File: config.mk
export PLATFORM = sky130hd
export DESIGN_NAME = audio_out_fader_flat
export DESIGN_NICKNAME = d
export VERILOG_FILES = /design/src/rtl/audio_out_fader_if.sv /design/src/rtl/audio_out_fader.sv /design/src/flat_wrapper.sv
export SDC_FILE = /design/constraint.sdc
export NUM_CORES = 1
export LEC_CHECK = 0
export CAP_MARGIN = 20
export CORE_MARGIN = 2
export CORE_UTILIZATION = 54
export CTS_CLUSTER_SIZE = 25
export DETAILED_ROUTE_END_ITERATION = 6
export GPL_ROUTABILITY_DRIVEN = 0
export PLACE_DENSITY = 0.79
export SYNTH_ARGS = -nofsm -noshare
export SYNTH_HDL_FRONTEND = slang
export SYNTH_SLANG_ARGS = --single-unit
File: constraint.sdc
create_clock -name CLOCK_50 -period 5.43 [get_ports CLOCK_50]
set_clock_uncertainty 0.15 [all_clocks]
set_input_delay 0.8145 -clock CLOCK_50 [delete_from_list [all_inputs] [get_ports CLOCK_50]]
set_output_delay 0.8145 -clock CLOCK_50 [all_outputs]
set_load 0.01 [all_outputs]
File: src/rtl/audio_out_fader_if.sv
// Sample-source and Audio_Controller write-port signals of the output fader.
// The master drives the sources and write-allowed flag; the slave (fader) drives the output.
interface audio_out_fader_if #(
    parameter int DATA_W = 32
);
    logic [1:0]        mode;
    logic              wao_tone;
    logic [DATA_W-1:0] sound_tone;
    logic              wao_metro;
    logic [DATA_W-1:0] sound_metro;
    logic              audio_out_allowed;
    logic              write_audio_out;
    logic [DATA_W-1:0] sound;
    logic              busy;

    modport master (
        output mode, wao_tone, sound_tone, wao_metro, sound_metro, audio_out_allowed,
        input  write_audio_out, sound, busy
    );

    modport slave (
        input  mode, wao_tone, sound_tone, wao_metro, sound_metro, audio_out_allowed,
        output write_audio_out, sound, busy
    );
endinterface

File: src/rtl/audio_out_fader.sv
// Click-free audio output arbiter: selects tone/metronome by mode, scales by a ramped gain,
// and fades the old source out before fading the new one in.
//
//   state    | meaning
//   MUTE     | no active source, gain 0, output held at 0
//   FADE_IN  | gain steps up by one per written sample until unity
//   RUN      | active source passes through at unity gain
//   FADE_OUT | gain steps down per written sample; at 0 switch source or mute
module audio_out_fader #(
    parameter int DATA_W      = 32,
    parameter int GAIN_BITS   = 6,
    parameter int TIMEOUT_CYC = 4096
) (
    input  logic CLOCK_50,
    input  logic resetn,
    audio_out_fader_if.slave aud
);
    localparam int GW = GAIN_BITS + 1;
    localparam int PW = DATA_W + GAIN_BITS + 1;
    localparam int CW = $clog2(TIMEOUT_CYC);
    localparam logic [GW-1:0] UNITY    = {1'b1, {GAIN_BITS{1'b0}}};
    localparam logic [CW-1:0] TMO_LAST = CW'(TIMEOUT_CYC - 1);

    typedef enum logic [1:0] {MUTE, FADE_IN, RUN, FADE_OUT} state_t;
    typedef enum logic [1:0] {SRC_NONE, SRC_TONE, SRC_METRO} src_t;

    state_t state, state_next;
    src_t   active, active_next, target;
    logic [GW-1:0] gain, gain_next;
    logic [CW-1:0] tmo_cnt;
    logic          src_wao, strobe, fading, tmo;
    logic signed [DATA_W-1:0] sample_sel;
    logic signed [PW-1:0]     prod;
    logic [DATA_W-1:0]        sound_next;

    always_comb begin
        target = SRC_NONE;
        case (aud.mode)
            2'b00:   target = SRC_TONE;
            2'b01:   target = SRC_METRO;
            default: target = SRC_NONE;
        endcase
    end

    always_comb begin
        src_wao    = 1'b0;
        sample_sel = '0;
        case (active)
            SRC_TONE: begin
                src_wao    = aud.wao_tone;
                sample_sel = $signed(aud.sound_tone);
            end
            SRC_METRO: begin
                src_wao    = aud.wao_metro;
                sample_sel = $signed(aud.sound_metro);
            end
            default: begin
                src_wao    = 1'b0;
                sample_sel = '0;
            end
        endcase
    end

    assign strobe = src_wao & aud.audio_out_allowed;
    assign fading = (state == FADE_IN) || (state == FADE_OUT);
    assign tmo    = fading && (tmo_cnt == TMO_LAST);

    // Zero-extended gain keeps the multiply signed without flipping the sample sign.
    always_comb begin
        prod       = PW'(sample_sel) * $signed({{(PW-GW){1'b0}}, gain});
        sound_next = prod[GAIN_BITS +: DATA_W];
    end

    always_comb begin
        state_next  = state;
        active_next = active;
        case (state)
            MUTE: begin
                if (target != SRC_NONE) begin
                    active_next = target;
                    state_next  = FADE_IN;
                end
            end
            FADE_IN: begin
                if (target != active)   state_next = FADE_OUT;
                else if (gain == UNITY) state_next = RUN;
            end
            RUN: begin
                if (target != active) state_next = FADE_OUT;
            end
            FADE_OUT: begin
                if (gain == '0) begin
                    active_next = target;
                    state_next  = (target == SRC_NONE) ? MUTE : FADE_IN;
                end else if (target == active) begin
                    state_next = FADE_IN;
                end
            end
            default: begin
                state_next  = MUTE;
                active_next = SRC_NONE;
            end
        endcase
    end

    always_comb begin
        gain_next = gain;
        case (state)
            MUTE:     gain_next = '0;
            RUN:      gain_next = UNITY;
            FADE_IN: begin
                if (tmo)                          gain_next = UNITY;
                else if (strobe && gain != UNITY) gain_next = gain + 1'b1;
            end
            FADE_OUT: begin
                if (tmo)                       gain_next = '0;
                else if (strobe && gain != '0) gain_next = gain - 1'b1;
            end
            default:  gain_next = '0;
        endcase
    end

    always_ff @(posedge CLOCK_50 or negedge resetn) begin
        if (!resetn) begin
            state               <= MUTE;
            active              <= SRC_NONE;
            gain                <= '0;
            tmo_cnt             <= '0;
            aud.write_audio_out <= 1'b0;
            aud.sound           <= '0;
        end else begin
            state               <= state_next;
            active              <= active_next;
            gain                <= gain_next;
            aud.write_audio_out <= strobe;
            if (strobe)
                aud.sound <= sound_next;
            else if (state_next == MUTE)
                aud.sound <= '0;
            if (strobe || tmo || (state_next != state))
                tmo_cnt <= '0;
            else if (fading)
                tmo_cnt <= tmo_cnt + 1'b1;
            else
                tmo_cnt <= '0;
        end
    end

    assign aud.busy = fading;
endmodule

File: src/flat_wrapper.sv
// flat-port wrapper written by rule: the top's interface ports become plain ports
module audio_out_fader_flat 
#(
    parameter int DATA_W      = 32,
    parameter int GAIN_BITS   = 6,
    parameter int TIMEOUT_CYC = 4096
)
  (CLOCK_50, resetn, aud_mode, aud_wao_tone, aud_sound_tone, aud_wao_metro, aud_sound_metro, aud_audio_out_allowed, aud_write_audio_out, aud_sound, aud_busy);
  audio_out_fader_if #(.DATA_W(DATA_W)) aud_i ();
  input  logic CLOCK_50;
  input  logic resetn;
  input wire logic [$bits(aud_i.mode)-1:0] aud_mode;
  input wire logic [$bits(aud_i.wao_tone)-1:0] aud_wao_tone;
  input wire logic [$bits(aud_i.sound_tone)-1:0] aud_sound_tone;
  input wire logic [$bits(aud_i.wao_metro)-1:0] aud_wao_metro;
  input wire logic [$bits(aud_i.sound_metro)-1:0] aud_sound_metro;
  input wire logic [$bits(aud_i.audio_out_allowed)-1:0] aud_audio_out_allowed;
  output wire logic [$bits(aud_i.write_audio_out)-1:0] aud_write_audio_out;
  output wire logic [$bits(aud_i.sound)-1:0] aud_sound;
  output wire logic [$bits(aud_i.busy)-1:0] aud_busy;
  assign aud_i.mode = aud_mode;
  assign aud_i.wao_tone = aud_wao_tone;
  assign aud_i.sound_tone = aud_sound_tone;
  assign aud_i.wao_metro = aud_wao_metro;
  assign aud_i.sound_metro = aud_sound_metro;
  assign aud_i.audio_out_allowed = aud_audio_out_allowed;
  assign aud_write_audio_out = aud_i.write_audio_out;
  assign aud_sound = aud_i.sound;
  assign aud_busy = aud_i.busy;
  audio_out_fader #(.DATA_W(DATA_W), .GAIN_BITS(GAIN_BITS), .TIMEOUT_CYC(TIMEOUT_CYC)) u_core (.CLOCK_50(CLOCK_50), .resetn(resetn), .aud(aud_i));
endmodule
==> results.yml, run 1 <==
status:
  violations: "DRC, setup timing"
  status: "finished with violations"
timing:
  worst_pin_slew_ns: 0.890
  fmax_mhz: 168
  fin_ws_ns: -0.528
  final.min_clock_period_ns: 5.96
  hold_viol_final: 0
  slew_headroom_pct: 40.3
  slew_viol_final: 0
  setup_viol: 27
  rsz0062_at_grt: "yes"
  finalCritPeriodShare_pct: 110
grt:
  grt_pass1_wl_mm: 54.2
  grt_pass1_vias: 11000
  grt_max_degree: 57
  grt_usage_pct: 33.1
  antenna_found_initial: 0
  overflow: 0
worst_setup_path:
  cpPeakStageDelay_ns: 0.60
  reg2regPathDepth: 23
  reg2reg_to: "u_core.aud.sound[28]"
  path_max_fanout: 7
  crit_chain: "inv_2, ha_4, buf_12, a22oi_2, nor2_4, nand2_2, fa_1, inv_2, fa_1, fa_1, inv_2, fa_1, inv_2, ha_4, a21o_1, nand4b_1, a31oi_4, nor2_4, a311oi_4, nor2_4, a21oi_2, o21ai_1, a221o_1"
  r2r-start: "u_core.active[1]"
  crit_path_end_kind: "flip-flop"
  r2r_setup_slack_ns: -0.53
  setup.worst_path.class: "flip-flop to flip-flop"
  worst-path-buf-inv: 5
  cp_top_family: "adder cells"
  setup.worst_path.start_class: "flip-flop"
  cp_slowest_cell: "fa_1"
  crit_arrival_ns: 6.00
  required_ns: 5.47
place:
  port_buffers: 104
  post-place-cells: 1721
  place_ws_ns: -0.907
  dpl.hpwl_mm: 25.5
synth:
  yosysTopAreaCellShare_pct: 29.9
  synth_fa_ha_area_share_pct: 39.8
  synth_edf_count: 0
  yosys-top-cells-area: "fa_1, dfrtp_1, ha_1, inv_1, and2_1"
  async_flop_share_pct: 100
  synth.avg_cell_area_sq_um: 8.74
  synth_top_family_by_area: "adder cells"
  synth.distinct_cells: 77
  synth.largest_area_cell: "fa_1"
  seq_area_frac_synth_pct: 13.1
  synthCells: 1224
  synth-warning-count: 0
  ys_ff_latch: 56
  synthSimpleGateAreaFrac_pct: 19.5
  synth_xor_area_share_pct: 3.60
  synthFlopType: "dfrtp_1"
  synth-compound-area-share_pct: 14.0
  synth_nets: 1539
  muxShareOfSynthArea_pct: 0.304
  netlist_area_sq_um: 10700
clocking:
  clock_latency_ns: 0.30
  cts_tree: "built"
  clock_sinks: 56
  clock_path_buffers: 2
  hold_buffers: 0
  root_buffer: "clkbuf_16"
  cts_buffers: 5
  ctsHtreeMaxLevel: 2
  clk_pin_slew_ns: 0.08
floorplanning:
  die_h_um: 145
  io-pin-count: 105
  start_util_pct: 55.0
  die_area_sq_um: 21000
  num_rows: 51
  die-width_um: 145
  coreArea_sq_um: 19500
routing:
  drc: 1
  vias: 10300
  routed_via_density: 5.82
  wl_per_cell_um: 19.4
  dr.pass1.iters: 7
  routed_wl_mm: 34.4
  final_antenna_net_count: 0
  drtIter0Drc: 950
pwr:
  power.internal_uw: 2520
  p_clk_share_pct: 6.3
  p_comb_share_pct: 81.9
  ir_worst_vdd_mv: 0.546
  pwr-share-seq_pct: 11.7
  power_density_nw_per_um2: 354
  swShare_pct: 51.2
  total_power_uw: 5170
  power.net_switching_uw: 2650
  power_leakage_uw: 0.00710
finish:
  seq_area_sq_um: 1400
  drive_gt1_share_pct: 27.4
  final_util_pct: 75.0
  fin_cells: 1772
  n_antenna_cell: 0
  fillCellCount: 1255
  multi_input_area_sq_um: 9020
  nets: 1821
  synthToLayoutAreaGrowth_pct: 36.4
min_path:
  hold_path_class: "flip-flop to flip-flop"
  min-delay-start: "u_core.tmo_cnt[0]"
  whs_path_depth: 1
  holdPathEnd: "u_core.tmo_cnt[0]"
flow_run:
  cap_violations: 0
[state kept, by name, summed over array words and instances, names as in the netlist]
signal,cells
u_core.active,2
u_core.aud.sound,32
u_core.aud.write_audio_out,1
u_core.gain,7
u_core.state,2
u_core.tmo_cnt,12
[worst register-to-register path: stages (launching register included)]
cell      delay, ns
dfrtp_2        0.45
inv_2          0.09
ha_4           0.25
buf_12         0.18
a22oi_2        0.11
nor2_4         0.17
nand2_2        0.09
fa_1           0.60
inv_2          0.05
fa_1           0.49
fa_1           0.57
inv_2          0.05
fa_1           0.49
inv_2          0.05
ha_4           0.23
a21o_1         0.20
nand4b_1       0.22
a31oi_4        0.26
nor2_4         0.06
a311oi_4       0.41
nor2_4         0.13
a21oi_2        0.16
o21ai_1        0.09
a221o_1        0.29
[synth_stat cells (all sizes together), types with 3 or more instances]
cell type	number
nor4	4
a21o	18
and2	95
buf	13
nand3	20
o211ai	7
inv	205
a2111oi	4
nand4	5
nand2b	3
o221ai	3
dfrtp	56
o22ai	3
nor4b	4
nor2	77
a31oi	4
nor3	99
or3	3
clkbuf	50
o31ai	4
xnor2	28
xor2	16
a21oi	39
and3	6
a22oi	33
o21ai	29
a22o	30
nor3b	3
a211oi	4
nand2	73
fa	160
nor2b	5
a21boi	4
ha	84
o21bai	3
[final cells by class]
class,count,area share (%)
Multi-Input combinational cell,899,61.8
Clock buffer,6,0.883
Tap cell,265,2.27
Sequential cell,56,9.62
Timing Repair Buffer,338,20.0
Clock inverter,2,0.111
Inverter,206,5.30
[power groups by stage]
stage	logic, uW	clock network [uW]	registers [uW]
after floorplan	2400	0	573
after global placement	3630	0	605
after detailed placement	3730	0	606
after CTS	3940	331	600
after global routing	4570	354	615
final	4240	328	607
[worst max-delay path by stage]
stage / endpoint / slack [ns] / depth (start not counted) / from
2_1_floorplan: u_core.aud.sound[28] / -0.002 / 23 / u_core.active[1]
3_3_place_gp: u_core.aud.sound[28] / -0.74 / 21 / aud_sound_metro[5]
3_5_place_dp: u_core.aud.sound[28] / -0.91 / 21 / aud_sound_metro[5]
4_1_cts: u_core.aud.sound[21] / -0.35 / 23 / u_core.active[1]
5_1_grt: u_core.aud.sound[12] / -0.67 / 26 / u_core.active[1]
6_report: u_core.aud.sound[28] / -0.53 / 23 / u_core.active[1]
[per-layer routing]
layer  wire length, um  track usage, %
met1             12400            37.7
met4              2020            16.4
met2             17900            60.3
met5                 0               0
met3              2090            4.80
[per-stage QoR]
step	setup TNS (ns)	hold WS [ns]	cell area (sq um)
5_1_grt	-14.71	0.368	14600
2_1_floorplan	-0.00259	0.296	11200
3_3_place_gp	-14.93	0.319	13600
4_1_cts	-6.81	0.334	14300
6_report	-10.71	0.330	14600
3_5_place_dp	-19.25	0.324	13600
[logic make-up after synthesis]
| kind of cell | after synthesis |
|---|---|
| and+or+nand+nor | 406 |
| buffers and inverters | 269 |
| adders and majority gates | 244 |
| AOI/OAI and AO/OA | 202 |
| DFF | 56 |
| xor gates and xnor gates | 44 |
| muxes | 3 |
[layout by cell type, fill, tap and decap left out, drive strengths merged, types with 18 or more instances in the layout]
cell type,netlist,routed
a21oi,39,39
ha,84,84
and2,95,95
clkdlybuf4s50,0,99
nor3,99,99
buf,13,235
nor2,77,77
nand2,73,73
xnor2,28,28
a22oi,33,33
inv,205,205
dfrtp,56,56
a22o,30,30
a21o,18,18
fa,160,160
nand3,20,20
o21ai,29,29
[timing repair]
| item | in CTS | in global routing |
|---|---|---|
| pin swaps | 59 | 54 |
| setup buffers | 27 | 18 |
| setup endpoints to repair | 28 | 30 |
| resized for setup | 84 | 51 |
(Power assumes the default switching activity.)
==> inputs of run 2 (changes only) <==
--- a/config.mk
+++ b/config.mk
@@ -6,11 +6,11 @@
 export NUM_CORES = 1
 export LEC_CHECK = 0
 export CAP_MARGIN = 20
-export CORE_MARGIN = 2
 export CORE_UTILIZATION = 54
 export CTS_CLUSTER_SIZE = 25
 export DETAILED_ROUTE_END_ITERATION = 6
 export GPL_ROUTABILITY_DRIVEN = 0
+export MAX_ROUTING_LAYER = met4
 export PLACE_DENSITY = 0.79
 export SYNTH_ARGS = -nofsm -noshare
 export SYNTH_HDL_FRONTEND = slang
==> results.yml, run 2 (synthesized netlist as in run 1, its figures left out) <==
pwr:
  power_density_nw_per_um2: 366
  power_leakage_uw: 0.00733
  swShare_pct: 51.1
  power.net_switching_uw: 2820
  ir_worst_vdd_mv: 0.378
  p_comb_share_pct: 82.8
  pwr-share-seq_pct: 11.1
  p_clk_share_pct: 6.1
  power.internal_uw: 2700
clocking:
  clock_sinks: 56
  ctsHtreeMaxLevel: 2
  root_buffer: "clkbuf_16"
  cts_buffers: 5
  clk_pin_slew_ns: 0.08
  clock_latency_ns: 0.30
  hold_buffers: 0
  clock_path_buffers: 2
  cts_tree: "built"
grt:
  overflow: 0
  antenna_found_initial: 1
  grt_usage_pct: 35.7
  grt_pass1_wl_mm: 54.8
  grt_max_degree: 57
  grt_pass1_vias: 11200
worst_setup_path:
  crit_arrival_ns: 5.95
  path_max_fanout: 6
  setup.worst_path.class: "flip-flop to flip-flop"
  crit_path_end_kind: "flip-flop"
  setup.worst_path.start_class: "flip-flop"
  r2r-start: "u_core.active[0]"
  required_ns: 5.47
  crit_start: "u_core.active[0]"
timing:
  slew_viol_final: 0
  fmax_mhz: 169
  final.min_clock_period_ns: 5.91
  rsz0062_at_grt: "yes"
  hold_viol_final: 0
  slew_headroom_pct: 43.5
  fin_ws_ns: -0.477
  finalCritPeriodShare_pct: 109
  whs_ns: 0.347
  setup_viol: 27
  worst_pin_slew_ns: 0.842
status:
  status: "finished with violations"
  violations: "setup timing"
floorplanning:
  io-pin-count: 105
  coreArea_sq_um: 19500
  die-width_um: 143
  num_rows: 51
  start_util_pct: 55.0
  die_h_um: 143
  die_area_sq_um: 20400
finish:
  drive_gt1_share_pct: 31.2
  nets: 1851
  seq_area_sq_um: 1400
  top_regs: "u_core.aud.sound: 32 flops, u_core.tmo_cnt: 12 flops, u_core.gain: 7 flops"
  top_register: "u_core.aud.sound"
  fillCellCount: 1155
  largest_reg_flops: 32
  final_cell_mix: "buf_4, inv_1, fa_1"
  synthToLayoutAreaGrowth_pct: 40.7
  final_util_pct: 77.4
  final_common_cell: "buf_4"
  multi_input_area_sq_um: 9180
routing:
  wl_per_cell_um: 20.6
  vias: 10800
  drtIter0Drc: 1043
  drc: 0
  dr.pass1.iters: 5
  final_antenna_net_count: 0
  routed_wl_mm: 37.2
  routed_via_density: 5.98
min_path:
  min-delay-start: "u_core.aud.sound[29]"
  hold_path_class: "flip-flop to flip-flop"
place:
  port_buffers: 104
  dpl.hpwl_mm: 25.3
  place_ws_ns: -0.895
flow_run:
  cap_violations: 0
## run 2: cell count changes in the layout (fill, tap and decap cells not counted), moves of 7 or more
cell,before,now
clkdlybuf4s50_1,99,82
dlygate4sd2_1,4,18
inv_1,187,180
inv_2,18,25
buf_4,212,234
## run 2: layout make-up
| class | count | area share (%) |
|---|---|---|
| Timing Repair Buffer | 368 | 21.4 |
| Inverter | 206 | 5.14 |
| Sequential cell | 56 | 9.32 |
| Multi-Input combinational cell | 899 | 61.0 |
| Clock buffer | 5 | 0.831 |
| Antenna cell | 1 | 0.0166 |
| Tap cell | 265 | 2.20 |
| Clock inverter | 3 | 0.141 |
## run 2: stage by stage
step / cell area, sq um / total power [uW] / cells / TNS [ns]
floorplan: 11200 / 2970 / 1224 / -0.00259
detailed placement: 13700 / 4410 / 1729 / -17.13
finish: 15100 / 5520 / 1803 / -8.96
CTS: 14500 / 5000 / 1774 / -4.30
global placement: 13700 / 4310 / 1729 / -14.59
global route: 15100 / 5870 / 1803 / -16.50
## run 2: worst max-delay path: stages, from the launching register on
cell and delay [ns]:
dfrtp_2 0.44, inv_2 0.08, ha_4 0.26, buf_6 0.14, a22oi_2 0.09, nor2_2 0.18
buf_4 0.14, buf_4 0.09, nand2_1 0.07, fa_2 0.56, inv_1 0.06, fa_2 0.45
fa_1 0.50, inv_1 0.05, fa_1 0.55, inv_2 0.07, ha_4 0.23, a211oi_2 0.24
o21ai_1 0.10, o211ai_1 0.15, o21ai_1 0.13, a311oi_2 0.27, buf_4 0.19, nor2_4 0.07
a21oi_2 0.17, o21ai_1 0.08, a221o_1 0.29
## run 2: metal layers
metal / share of wire, % / GRT usage [%]
met1: 35 / 38.6
met2: 50 / 63.9
met3: 7.8 / 4.96
met4: 7.3 / 18.4
met5: 0 / -
## run 2: power by group through the flow
stage / Sequential [uW] / Combinational (uW) / Clock, uW
2_1_floorplan: 573 / 2400 / 0
3_3_place_gp: 606 / 3700 / 0
3_5_place_dp: 609 / 3800 / 0
4_1_cts: 601 / 4060 / 335
5_1_grt: 621 / 4890 / 358
6_report: 615 / 4570 / 337
## run 2: repair_timing
item | 4_1_cts | 5_1_grt
setup buffers | 38 | 27
cloned | 0 | 2
gates resized for setup | 135 | 68
pin swaps | 103 | 57
setup endpoints to repair | 25 | 28
## run 2: worst paths after layout
check | cells after the start | slack [ns] | end
setup / recovery | 26 | -0.48 | u_core.aud.sound[28]
hold / removal | 2 | 0.35 | u_core.aud.sound[29]
setup reg to reg | 26 | -0.48 | u_core.aud.sound[28]
hold reg to reg | 2 | 0.35 | u_core.aud.sound[29]
max in group asynchronous | 2 | 4.10 | u_core.active[0]
min in group asynchronous | 2 | 0.49 | u_core.aud.sound[14]
